## config.mk

```make
export PLATFORM = sky130hd
export DESIGN_NAME = edge_event_arbiter
export DESIGN_NICKNAME = d
export VERILOG_FILES = /design/src/rtl/edge_event_arbiter_pkg.sv /design/src/rtl/edge_event_arbiter_edge_capture.sv /design/src/rtl/edge_event_arbiter.sv
export SDC_FILE = /design/constraint.sdc
export NUM_CORES = 1
export LEC_CHECK = 0
export ABC_AREA = 1
export CAP_MARGIN = 20
export CORE_UTILIZATION = 53
export CTS_BUF_LIST = sky130_fd_sc_hd__clkbuf_4 sky130_fd_sc_hd__clkbuf_8
export DETAILED_ROUTE_END_ITERATION = 10
export PLACE_DENSITY = 0.81
export SKIP_CTS_REPAIR_TIMING = 1
export SLEW_MARGIN = 20
export SYNTH_ARGS = -nofsm -noshare
export SYNTH_HDL_FRONTEND = slang
export SYNTH_SLANG_ARGS = --single-unit
```

## constraint.sdc

```tcl
create_clock -name clk -period 2.34 [get_ports clk]
set_input_delay 0.468 -clock clk [delete_from_list [all_inputs] [get_ports clk]]
set_output_delay 0.468 -clock clk [all_outputs]
set_load 0.02 [all_outputs]
```

## src/rtl/edge_event_arbiter_pkg.sv

```systemverilog
// Shared types and helpers for the edge event arbiter: FSM state encoding,
// default channel count and the round-robin index wrap.
package edge_event_arbiter_pkg;

   localparam int N_CH_DEFAULT = 4;

   typedef enum logic {
      IDLE  = 1'b0,
      OFFER = 1'b1
   } arb_state_e;

   // Wraps idx back into 0..n-1; callers never exceed 2n-1.
   function automatic int rr_wrap(input int idx, input int n);
      if (idx >= n) begin
         return idx - n;
      end else begin
         return idx;
      end
   endfunction

endpackage

```

## src/rtl/edge_event_arbiter_edge_capture.sv

```systemverilog
// One channel of the arbiter: rising-edge detect, pending latch and sticky
// overflow flag.
module edge_capture (
   input  logic clk,
   input  logic rst_n,
   input  logic in,
   input  logic en,
   input  logic load,
   input  logic ovf_clr,
   output logic pend,
   output logic ovf
);

   logic prev_r;
   logic pend_r;
   logic ovf_r;
   logic edge_s;

   assign edge_s = ~prev_r & in;
   assign pend   = pend_r;
   assign ovf    = ovf_r;

   // Edge history, pending latch (new edge beats a load) and overflow (set beats clear)
   always_ff @(posedge clk) begin
      if (!rst_n) begin
         prev_r <= 1'b0;
         pend_r <= 1'b0;
         ovf_r  <= 1'b0;
      end else begin
         prev_r <= in;
         if (edge_s && en) begin
            pend_r <= 1'b1;
         end else if (!en || load) begin
            pend_r <= 1'b0;
         end else begin
            pend_r <= pend_r;
         end
         if (edge_s && en && pend_r && !load) begin
            ovf_r <= 1'b1;
         end else if (ovf_clr) begin
            ovf_r <= 1'b0;
         end else begin
            ovf_r <= ovf_r;
         end
      end
   end

endmodule

```

## src/rtl/edge_event_arbiter.sv

```systemverilog
// Multi-channel rising-edge event scheduler: per-channel capture feeding one
// valid/ready event port through a round-robin pick.
module edge_event_arbiter
   import edge_event_arbiter_pkg::*;
#(
   parameter int N_CH  = N_CH_DEFAULT,
   parameter int IDX_W = 2
) (
   input  logic             clk,
   input  logic             rst_n,
   input  logic [N_CH-1:0]  in,
   input  logic [N_CH-1:0]  en,
   output logic             evt_valid,
   input  logic             evt_ready,
   output logic [IDX_W-1:0] evt_ch,
   output logic [N_CH-1:0]  ovf,
   input  logic             ovf_clr
);

   arb_state_e       state_r;
   arb_state_e       state_nx_s;
   logic             evt_valid_r;
   logic             valid_nx_s;
   logic [IDX_W-1:0] evt_ch_r;
   logic [IDX_W-1:0] ch_nx_s;
   logic [IDX_W-1:0] ptr_r;
   logic [IDX_W-1:0] ptr_nx_s;
   logic [N_CH-1:0]  load_s;
   logic [N_CH-1:0]  pend_s;
   logic [N_CH-1:0]  ovf_s;
   logic             found_s;
   logic [IDX_W-1:0] pick_s;

   for (genvar g = 0; g < N_CH; g++) begin : g_cap
      edge_capture u_cap (
         .clk     (clk),
         .rst_n   (rst_n),
         .in      (in[g]),
         .en      (en[g]),
         .load    (load_s[g]),
         .ovf_clr (ovf_clr),
         .pend    (pend_s[g]),
         .ovf     (ovf_s[g])
      );
   end

   assign evt_valid = evt_valid_r;
   assign evt_ch    = evt_ch_r;
   assign ovf       = ovf_s;

   // Round-robin search: first pending channel at or above ptr, wrapping
   always_comb begin
      int cand;
      cand    = 0;
      found_s = 1'b0;
      pick_s  = '0;
      for (int off = 0; off < N_CH; off++) begin
         cand = rr_wrap(int'(ptr_r) + off, N_CH);
         if (!found_s && pend_s[cand]) begin
            found_s = 1'b1;
            pick_s  = IDX_W'(cand);
         end else begin
            found_s = found_s;
         end
      end
   end

   // Next-state logic: IDLE loads the picked channel, OFFER waits for the handshake
   always_comb begin
      state_nx_s = state_r;
      valid_nx_s = evt_valid_r;
      ch_nx_s    = evt_ch_r;
      ptr_nx_s   = ptr_r;
      load_s     = '0;
      case (state_r)
         IDLE: begin
            if (found_s) begin
               load_s[pick_s] = 1'b1;
               ch_nx_s        = pick_s;
               valid_nx_s     = 1'b1;
               ptr_nx_s       = IDX_W'(rr_wrap(int'(pick_s) + 1, N_CH));
               state_nx_s     = OFFER;
            end else begin
               valid_nx_s = 1'b0;
            end
         end
         OFFER: begin
            if (evt_ready) begin
               valid_nx_s = 1'b0;
               state_nx_s = IDLE;
            end else begin
               valid_nx_s = 1'b1;
            end
         end
         default: begin
            valid_nx_s = 1'b0;
            state_nx_s = IDLE;
         end
      endcase
   end

   // State and registered output port
   always_ff @(posedge clk) begin
      if (!rst_n) begin
         state_r     <= IDLE;
         evt_valid_r <= 1'b0;
         evt_ch_r    <= '0;
         ptr_r       <= '0;
      end else begin
         state_r     <= state_nx_s;
         evt_valid_r <= valid_nx_s;
         evt_ch_r    <= ch_nx_s;
         ptr_r       <= ptr_nx_s;
      end
   end

endmodule
```

==> metrics.yaml, run 1 <==
route:
  drcViolationCount: 0
  wire_per_inst_um: 10.9
  drt_wl_total_um: 2100
  vias: 953
  drt_iter0_drc: 30
  avgViaCountPerCell: 4.96
  final_antenna_net_count: 0
  firstDrtPassIters: 4
sta:
  fin_ws_ns: 0.251
  tightest_slew_ns: 0.402
  period_needed_ns: 2.09
  rsz0062_at_grt: "no"
  fmax_mhz: 479
  setup_violations: 0
  relSlewSlack_pct: 72.9
  hold_ws_ns: 0.470
  period_share_pct: 89.3
  hold_viol: 0
  finalMaxSlewViolations: 0
  skew_ns: 0.00468
  fin_setup_tns_ns: 0
clock_tree:
  cts_inserted_buffers: 3
  clock_path_buffers: 2
  cts.sinks: 17
  cts-root-buf: "clkbuf_4"
  clkSlewWorstSetupHoldPaths_ns: 0.10
  h-tree-depth: 1
  cts_tree: "built"
  insertion_delay_ns: 0.29
placed_design:
  dp_slack_ns: 0.132
  hpwl_um: 1680
  io_buffers: 18
  placedCellCount: 188
  gp_congestion: 0.947
status:
  outcome: "finished, final reports clean"
cells_and_area:
  mostFrequentLayoutCell: "nand2_1"
  drive_gt1_share_pct: 8.98
  n_antenna_cell: 0
  syn_to_final_growth_pct: 19.9
  stdcell_count: 192
  nets: 184
  mostFrequentLayoutCells: "51 x nand2_1, 20 x inv_1, 18 x clkdlybuf4s50_1"
pwr:
  p_per_area_nw_per_um2: 1110
  leakagePower_nw: 0.574
  max-vdd-ir-drop_mv: 0.812
floorplan:
  die-width_um: 45.4
  start_util_pct: 57.2
  core.rowCount: 15
  core_um2: 1750
  die-area_um2: 2060
  io_pins: 19
  die_height_um: 45.4
grt:
  track_usage_pct: 25.5
  grt_max_degree: 13
  first_global_vias: 900
  grt_overflow_total: 0
  antenna_found_initial: 0
  grt_pass1_wl_um: 3700
logic_synthesis:
  yosysUniqueCellTypes: 21
  synth_edf_count: 0
  syn_area_um2: 998
  synth_ff_type: "dfxtp_1"
  yosysSeqAreaShare_pct: 34.1
  yosysWarnings: 0
  avgSynthCellArea_um2: 6.66
  syn_nets: 166
  async_flop_share_pct: 0
  syn-instance-count: 150
  ys_ff_latch: 17
flow_run:
  drv_cap: 0
setup_path:
  cp_max_fo: 12
  crit_path_end_kind: "register"
  cp-start-kind: "register"
  crit_arrival_ns: 2.28
  required_ns: 2.53
  worstSetupPathType: "reg2reg"
worst_hold_path:
  hold_class: "reg2reg"
==> cell families after synthesis <==
| kind of cell | after synthesis | synth area share (%) |
|---|---|---|
| DFF | 17 | 34.1 |
| AOI/OAI and AO/OA | 17 | 8.52 |
| adders and majority gates | 4 | 5.01 |
| and+or+nand+nor | 83 | 38.6 |
| buffers and inverters | 29 | 13.8 |
==> per-layer routing <==
metal | up-vias | routed length [um] | track usage, %
li1 | 497 | - | -
met3 | 10 | 94 | 5.95
met4 | 0 | 71 | 12.7
met1 | 412 | 929 | 30.9
met2 | 34 | 1000 | 42.0
met5 | - | 0 | 0
==> stage by stage <==
| step | cell area, um2 | util (%) | total power, mW |
|---|---|---|---|
| floorplan | 998 | - | 0.981 |
| global placement | 1170 | 67.0 | 1.13 |
| detailed placement | 1170 | 67.0 | 1.17 |
| CTS | 1200 | 68.5 | 1.33 |
| global route | 1200 | 68.6 | 1.45 |
| finish | 1200 | 68.6 | 1.33 |
==> sequential cells by signal, summed over array words and instances (netlist names) <==
register and count:
g_cap.u_cap.prev_r 4, ptr_r 2, g_cap.u_cap.pend 4, evt_ch 2, g_cap.u_cap.ovf 4, evt_valid 1
==> power by group <==
group | internal [mW] | total (mW) | leakage (nW) | switching [mW]
logic | 0.277 | 0.788 | 0.416 | 0.511
clock network | 0.0637 | 0.158 | 0.0177 | 0.0947
registers | 0.340 | 0.384 | 0.140 | 0.0435
total | 0.681 | 1.33 | 0.574 | 0.649
==> layout make-up <==
class	instances	area, um2
clock inverter	1	5.00
tap	25	31.3
multi-input combinational	104	520
clock buffer	3	22.5
sequential	17	342
inverter	23	88.8
timing repair buffer	19	188
fill	149	548
==> Yosys cell counts, types with 3 or more instances <==
cell,count,area share [%]
dfxtp_1,17,34
a21oi_1,12,6.0
ha_1,4,5.0
nand3b_1,4,3.0
nand2_2,3,1.9
nand3_1,11,5.5
buf_4,5,3.8
inv_1,20,7.5
nand2_1,51,19
o21ai_0,4,2.0
nor2_1,9,3.4
==> final timing paths <==
check	startpoint	to	slack [ns]	cells past startpoint
worst max-delay path	ptr_r[0]	ptr_r[1]	0.25	12
worst min register to register	evt_ch[0]	evt_ch[0]	0.47	2
worst max register to register	ptr_r[0]	ptr_r[1]	0.25	12
worst min-delay path	evt_ch[0]	evt_ch[0]	0.47	2
==> critical path: stages, from the launching register on <==
cell and delay [ns]:
dfxtp_2 0.44, inv_1 0.14, nand2_1 0.11, nand2_1 0.06, o21ai_1 0.19, inv_1 0.13
nand3_1 0.12, nand3_1 0.07, nand2_1 0.13, inv_1 0.10, ha_1 0.29, o21ai_0 0.16
a21oi_1 0.05
Power figures use the tool's default switching activity.
==> run 2, diff against run 1 <==
--- a/config.mk
+++ b/config.mk
@@ -7,7 +7,7 @@
 export LEC_CHECK = 0
 export ABC_AREA = 1
 export CAP_MARGIN = 20
-export CORE_UTILIZATION = 53
+export CORE_UTILIZATION = 54
 export CTS_BUF_LIST = sky130_fd_sc_hd__clkbuf_4 sky130_fd_sc_hd__clkbuf_8
 export DETAILED_ROUTE_END_ITERATION = 10
 export PLACE_DENSITY = 0.81
@@ -15,4 +15,5 @@
 export SLEW_MARGIN = 20
 export SYNTH_ARGS = -nofsm -noshare
 export SYNTH_HDL_FRONTEND = slang
+export SYNTH_HIERARCHICAL = 1
 export SYNTH_SLANG_ARGS = --single-unit
==> metrics.yaml, run 2 <==
status:
  outcome: "finished, final reports clean"
route:
  firstDrtPassIters: 4  # unchanged
  drcViolationCount: 0  # unchanged
  avgViaCountPerCell: 4.60  # -7.2%
  final_antenna_net_count: 0  # unchanged
  wire_per_inst_um: 9.53  # -13%
  drt_iter0_drc: 16  # -47%
  vias: 999  # +4.8%
  drt_wl_total_um: 2070  # -1.3%
sta:
  rsz0062_at_grt: "no"
  hold_ws_ns: 0.478  # +0.00859 ns
  setup_violations: 0  # unchanged
  hold_viol: 0  # unchanged
  period_share_pct: 86.1  # -3.1 points
  skew_ns: 0.00387  # -0.000810 ns
  finalMaxSlewViolations: 0  # unchanged
  period_needed_ns: 2.02  # -0.0731 ns
  fin_setup_tns_ns: 0  # unchanged
  fmax_mhz: 496  # +3.6%
  relSlewSlack_pct: 64.0  # -8.9 points
  tightest_slew_ns: 0.539  # +0.137 ns
floorplan:
  io_pins: 19  # unchanged
  die-width_um: 46.8  # +3.0%
  start_util_pct: 60.1  # +2.9 points
  core.rowCount: 15  # unchanged
  die_height_um: 46.8  # +3.0%
  die-area_um2: 2190  # +6.1%
  core_um2: 1800  # +3.2%
pwr:
  combPwrFrac_pct: 60.6  # +1.4 points
  p_int_mw: 0.712  # +4.6%
  finalPower_mw: 1.36  # +2.6%
  leakagePower_nw: 0.703  # +22%
  swShare_pct: 47.8  # -0.98 points
  max-vdd-ir-drop_mv: 0.627  # -23%
  seq_power_share_pct: 26.9  # -2.0 points
  clockPowerShare_pct: 12.5  # +0.6 points
  p_switching_mw: 0.653  # +0.59%
  p_per_area_nw_per_um2: 1030  # -6.9%
cells_and_area:
  design_area_um2: 1320  # +10%
  drive_gt1_share_pct: 14.1  # +5.1 points
  mostFrequentLayoutCells: "48 x nand2_1, 43 x inv_1, 18 x clkdlybuf4s50_1"
  syn_to_final_growth_pct: 22.0
  nFillCells: 160  # +7.4%
  final_util_pct: 73.3  # +4.7 points
  register_area_um2: 340  # -0.37%
  n_antenna_cell: 0  # unchanged
  mostFrequentLayoutCell: "nand2_1"
  multi_input_area_um2: 559  # +7.5%
  nets: 209  # +14%
logic_synthesis:
  avgSynthCellArea_um2: 6.37  # -4.4%
  synth_area_leaders: "dfxtp_1 31%, nand2_1 17%, inv_1 15%, ha_1 4.6%, nor2_2 4.6%"
  synth_edf_count: 0  # unchanged
  yosysUniqueCellTypes: 20  # -4.8%
  yosysSeqAreaShare_pct: 31.4  # -2.6 points
  ys_ff_latch: 17  # unchanged
  synth_top_area_share_pct: 31.4  # -2.6 points
  syn_nets: 186  # +12%
  yosys.area.top_type: "dfxtp_1"
  synth_ff_type: "dfxtp_1"
  yosysWarnings: 6  # +6
  synth_common_cells: "48 x nand2_1, 43 x inv_1, 17 x dfxtp_1"
  yosysMostFrequentCell: "nand2_1"
  syn-instance-count: 170  # +13%
  syn_area_um2: 1080  # +8.4%
  async_flop_share_pct: 0  # unchanged
grt:
  grt_max_degree: 17  # +4
  grt_pass1_wl_um: 3450  # -6.7%
  antenna_found_initial: 0  # unchanged
  grt_overflow_total: 0  # unchanged
  track_usage_pct: 22.5  # -3.1 points
  first_global_vias: 912  # +1.3%
setup_path:
  crit_arrival_ns: 2.20  # -0.08 ns
  path_common_cell: "inv_1"
  cp-start-kind: "register"
  worstSetupPathType: "reg2reg"
  worstPathCellList: "inv_1 -> nand2_1 -> nand2_1 -> o21ai_1 -> inv_1 -> nand3_1 -> inv_1 -> o21ai_2 -> inv_1 -> ha_1 -> o21ai_0 -> a21oi_1"
  cp_top_family: "compound AO/OA/AOI/OAI gates"
  crit_path_end_kind: "register"
  crit_slowest_cell: "dfxtp_1"
  cp_max_fo: 4  # -8
  required_ns: 2.53  # about the same
  cpPeakStageDelay_ns: 0.41  # -0.03 ns
  cp_num_buf_inv: 4  # +1
placed_design:
  gp_congestion: 0.799  # -16%
  io_buffers: 18  # unchanged
  place_area_um2: 1290  # +10%
  hpwl_um: 1650  # -1.8%
worst_hold_path:
  hold_class: "reg2reg"
clock_tree:
  clkSlewWorstSetupHoldPaths_ns: 0.10  # about the same
  cts-root-buf: "clkbuf_4"
  cts_tree: "built"
  h-tree-depth: 1  # unchanged
  insertion_delay_ns: 0.29  # about the same
  cts.sinks: 17  # unchanged
  clock_path_buffers: 2  # unchanged
  cts_inserted_buffers: 3  # unchanged
flow_run:
  drv_cap: 0  # unchanged
## run 2: area by class of cell
class                           instances  area share, %
Sequential cell                        17           25.8
Tap cell                               25           2.37
Clock buffer                            4           2.27
Multi-Input combinational cell        107           42.4
Inverter                               45           13.0
Timing Repair Buffer                   19           14.2
## run 2: metal layers
metal / wire [um] / track usage (%)
met1: 967 / 24.3
met2: 1030 / 42.5
met3: 43 / 3.46
met4: 24 / 10.3
met5: 0 / 0
## run 2: final timing paths
kind | startpoint | to | slack [ns] | cells after the start
max | g_cap[0].u_cap/pend | ptr_r[1] | 0.32 | 12
min | evt_ch[0] | evt_ch[0] | 0.48 | 2
max reg2reg | g_cap[0].u_cap/pend | ptr_r[1] | 0.32 | 12
min reg2reg | evt_ch[0] | evt_ch[0] | 0.48 | 2
## run 2: kinds of logic (layout without fill, tap and decap cells)
group	after synthesis	count (layout)	synth area share (%)
adders and majority gates	4	4	4.62
AOI/OAI and AO/OA	15	15	7.40
buffers and inverters	46	68	16.9
DFF	17	17	31.4
and+or+nand+nor	88	88	39.7
## run 2: stage by stage
step,setup WS (ns),cells
floorplan,0.535,170
global placement,0.399,213
detailed placement,0.343,213
CTS,0.334,217
global route,0.177,217
finish,0.324,217
## run 2: power by group through the flow
stage               clock, mW  sequential [mW]  combinational, mW
finish                  0.170            0.367              0.828
global route            0.184            0.372              0.936
CTS                     0.176            0.367              0.833
detailed placement          0            0.375              0.825
global placement            0            0.371              0.809
floorplan                   0            0.403              0.610
## run 2: worst register-to-register path, cell delays in order, from the launching register on
cell and delay, ns:
dfxtp_1 0.41, inv_1 0.08, nand2_1 0.09, nand2_1 0.05, o21ai_1 0.20, inv_1 0.10, nand3_1 0.11, inv_1 0.07
o21ai_2 0.19, inv_1 0.09, ha_1 0.29, o21ai_0 0.18, a21oi_1 0.06
==> run 3, diff against run 2 <==
--- a/config.mk
+++ b/config.mk
@@ -7,8 +7,10 @@
 export LEC_CHECK = 0
 export ABC_AREA = 1
 export CAP_MARGIN = 20
+export CORE_MARGIN = 3
 export CORE_UTILIZATION = 54
 export CTS_BUF_LIST = sky130_fd_sc_hd__clkbuf_4 sky130_fd_sc_hd__clkbuf_8
+export CTS_CLUSTER_SIZE = 25
 export DETAILED_ROUTE_END_ITERATION = 10
 export PLACE_DENSITY = 0.81
 export SKIP_CTS_REPAIR_TIMING = 1
==> metrics.yaml, run 3 (synthesized netlist as in run 2, its figures left out) <==
setup_path:
  worstPathCellList: "buf_4 -> nand2_1 -> nand2_2 -> nand2_1 -> nand2_2 -> nor2_4 -> nand3_1 -> inv_1 -> nand2_1 -> o21ai_2 -> inv_1 -> ha_1 -> inv_1 -> nor2_1 -> inv_1 -> nand2_1 -> a21oi_1"
  r2r_slack_ns: 0.27  # -0.05 ns
  cp-start-kind: "register"
  cpPeakStageDelay_ns: 0.35  # -0.06 ns
  rr_endpoint: "g_cap[3].u_cap/pend"
  crit_slowest_cell: "dfxtp_2"
  crit_path_end_kind: "register"
  cp_max_fo: 8  # +4
  required_ns: 2.56  # +0.03 ns
  reg2reg_depth: 17  # +5
  worstSetupPathType: "reg2reg"
  rr_startpoint: "ptr_r[0]"
  crit_arrival_ns: 2.29  # +0.09 ns
sta:
  rsz0062_at_grt: "no"
  hold_ws_ns: 0.478  # -0.000566 ns
  fmax_mhz: 483  # -2.6%
  hold_viol: 0  # unchanged
  tightest_slew_ns: 0.530  # -0.00863 ns
  fin_setup_tns_ns: 0  # unchanged
  finalMaxSlewViolations: 0  # unchanged
  period_share_pct: 88.5  # +2.3 points
  relSlewSlack_pct: 64.5  # +0.58 points
  fin_ws_ns: 0.270  # -0.0545 ns
  skew_ns: 0.00318  # -0.000685 ns
  setup_violations: 0  # unchanged
  period_needed_ns: 2.07  # +0.0545 ns
cells_and_area:
  syn_to_final_growth_pct: 22.1  # about the same
  mostFrequentLayoutCell: "nand2_1"
  n_antenna_cell: 0  # unchanged
  drive_gt1_share_pct: 14.6  # +0.52 points
  nets: 209  # unchanged
  final_util_pct: 73.3  # about the same
  mostFrequentLayoutCells: "48 x nand2_1, 43 x inv_1, 18 x clkdlybuf4s50_1"
  nFillCells: 157  # -1.9%
clock_tree:
  cts_inserted_buffers: 3  # unchanged
  h-tree-depth: 1  # unchanged
  insertion_delay_ns: 0.29  # about the same
  clkSlewWorstSetupHoldPaths_ns: 0.09  # about the same
  cts_tree: "built"
  clock_path_buffers: 2  # unchanged
  cts-root-buf: "clkbuf_4"
  cts.sinks: 17  # unchanged
grt:
  track_usage_pct: 18.8  # -3.7 points
  grt_overflow_total: 0  # unchanged
  first_global_vias: 959  # +5.2%
  antenna_found_initial: 0  # unchanged
  grt_max_degree: 17  # unchanged
  grt_pass1_wl_um: 3770  # +9.2%
route:
  final_antenna_net_count: 0  # unchanged
  drcViolationCount: 0  # unchanged
  avgViaCountPerCell: 4.69  # +1.8%
  wire_per_inst_um: 9.56  # +0.34%
  drt_iter0_drc: 11  # -5
  drt_wl_total_um: 2080  # +0.34%
  vias: 1017  # +1.8%
  firstDrtPassIters: 4  # unchanged
placed_design:
  gp_congestion: 0.811  # +1.4%
  hpwl_um: 1690  # +2.2%
  dp_slack_ns: 0.249  # -0.0942 ns
  io_buffers: 18  # unchanged
worst_hold_path:
  hold_path_startpoint: "evt_ch[0]"
  hold_class: "reg2reg"
  holdPathEnd: "evt_ch[0]"
  hold_depth: 2  # unchanged
floorplan:
  io_pins: 19  # unchanged
  die_height_um: 50.8  # +8.6%
  die-width_um: 50.8  # +8.6%
  die-area_um2: 2580  # +18%
  core.rowCount: 15  # unchanged
  start_util_pct: 60.1  # unchanged
  core_um2: 1800  # unchanged
pwr:
  max-vdd-ir-drop_mv: 0.692  # +10%
  p_per_area_nw_per_um2: 1030  # -0.19%
  leakagePower_nw: 0.703  # about the same
status:
  outcome: "finished, final reports clean"
flow_run:
  drv_cap: 0  # unchanged
## run 3: stage by stage
stage	area [um2]	total power, mW	std cells
2_1_floorplan	1080	1.01	170
3_3_place_gp	1290	1.18	213
3_5_place_dp	1290	1.20	213
4_1_cts	1320	1.37	217
5_1_grt	1320	1.51	217
6_report	1320	1.36	217
## run 3: cell type report
cell class	instances	area, um2	share of cell area [%]
inverters	45	171	13.0
multi-input cells	107	559	42.3
flip-flops and latches	17	342	25.9
clock buffers	4	30.0	2.27
repair buffers	19	188	14.2
well taps	25	31.3	2.37
## run 3: worst max path at each step
| stage | startpoint | endpoint |
|---|---|---|
| 3_3_place_gp | ptr_r[0] | ptr_r[1] |
| 3_5_place_dp | ptr_r[0] | g_cap[3].u_cap/pend |
| 4_1_cts | ptr_r[0] | g_cap[3].u_cap/pend |
| 6_report | ptr_r[0] | g_cap[3].u_cap/pend |
| 5_1_grt | ptr_r[0] | ptr_r[1] |
| 2_1_floorplan | ptr_r[0] | ptr_r[1] |
## run 3: worst max-delay path: cells and delay by family (launching register included)
family | cells | cell delay, ns
and+or+nand+nor | 9 | 0.71
buffers and inverters | 5 | 0.48
DFF | 1 | 0.35
AOI/OAI and AO/OA | 2 | 0.25
adders and majority gates | 1 | 0.20
## run 3: power breakdown
| part | internal [mW] | switching, mW |
|---|---|---|
| clock | 0.0779 | 0.0873 |
| combinational | 0.298 | 0.527 |
| sequential | 0.339 | 0.0341 |
## run 3: routing by layer
layer	share of wire (%)	GRT usage, %	wire, um	vias up
met5	0	0	0	-
met4	1.3	6.73	27	0
met3	3.0	3.26	63	4
met2	50	34.1	1030	15
met1	46	21.9	952	449
li1	-	-	-	549
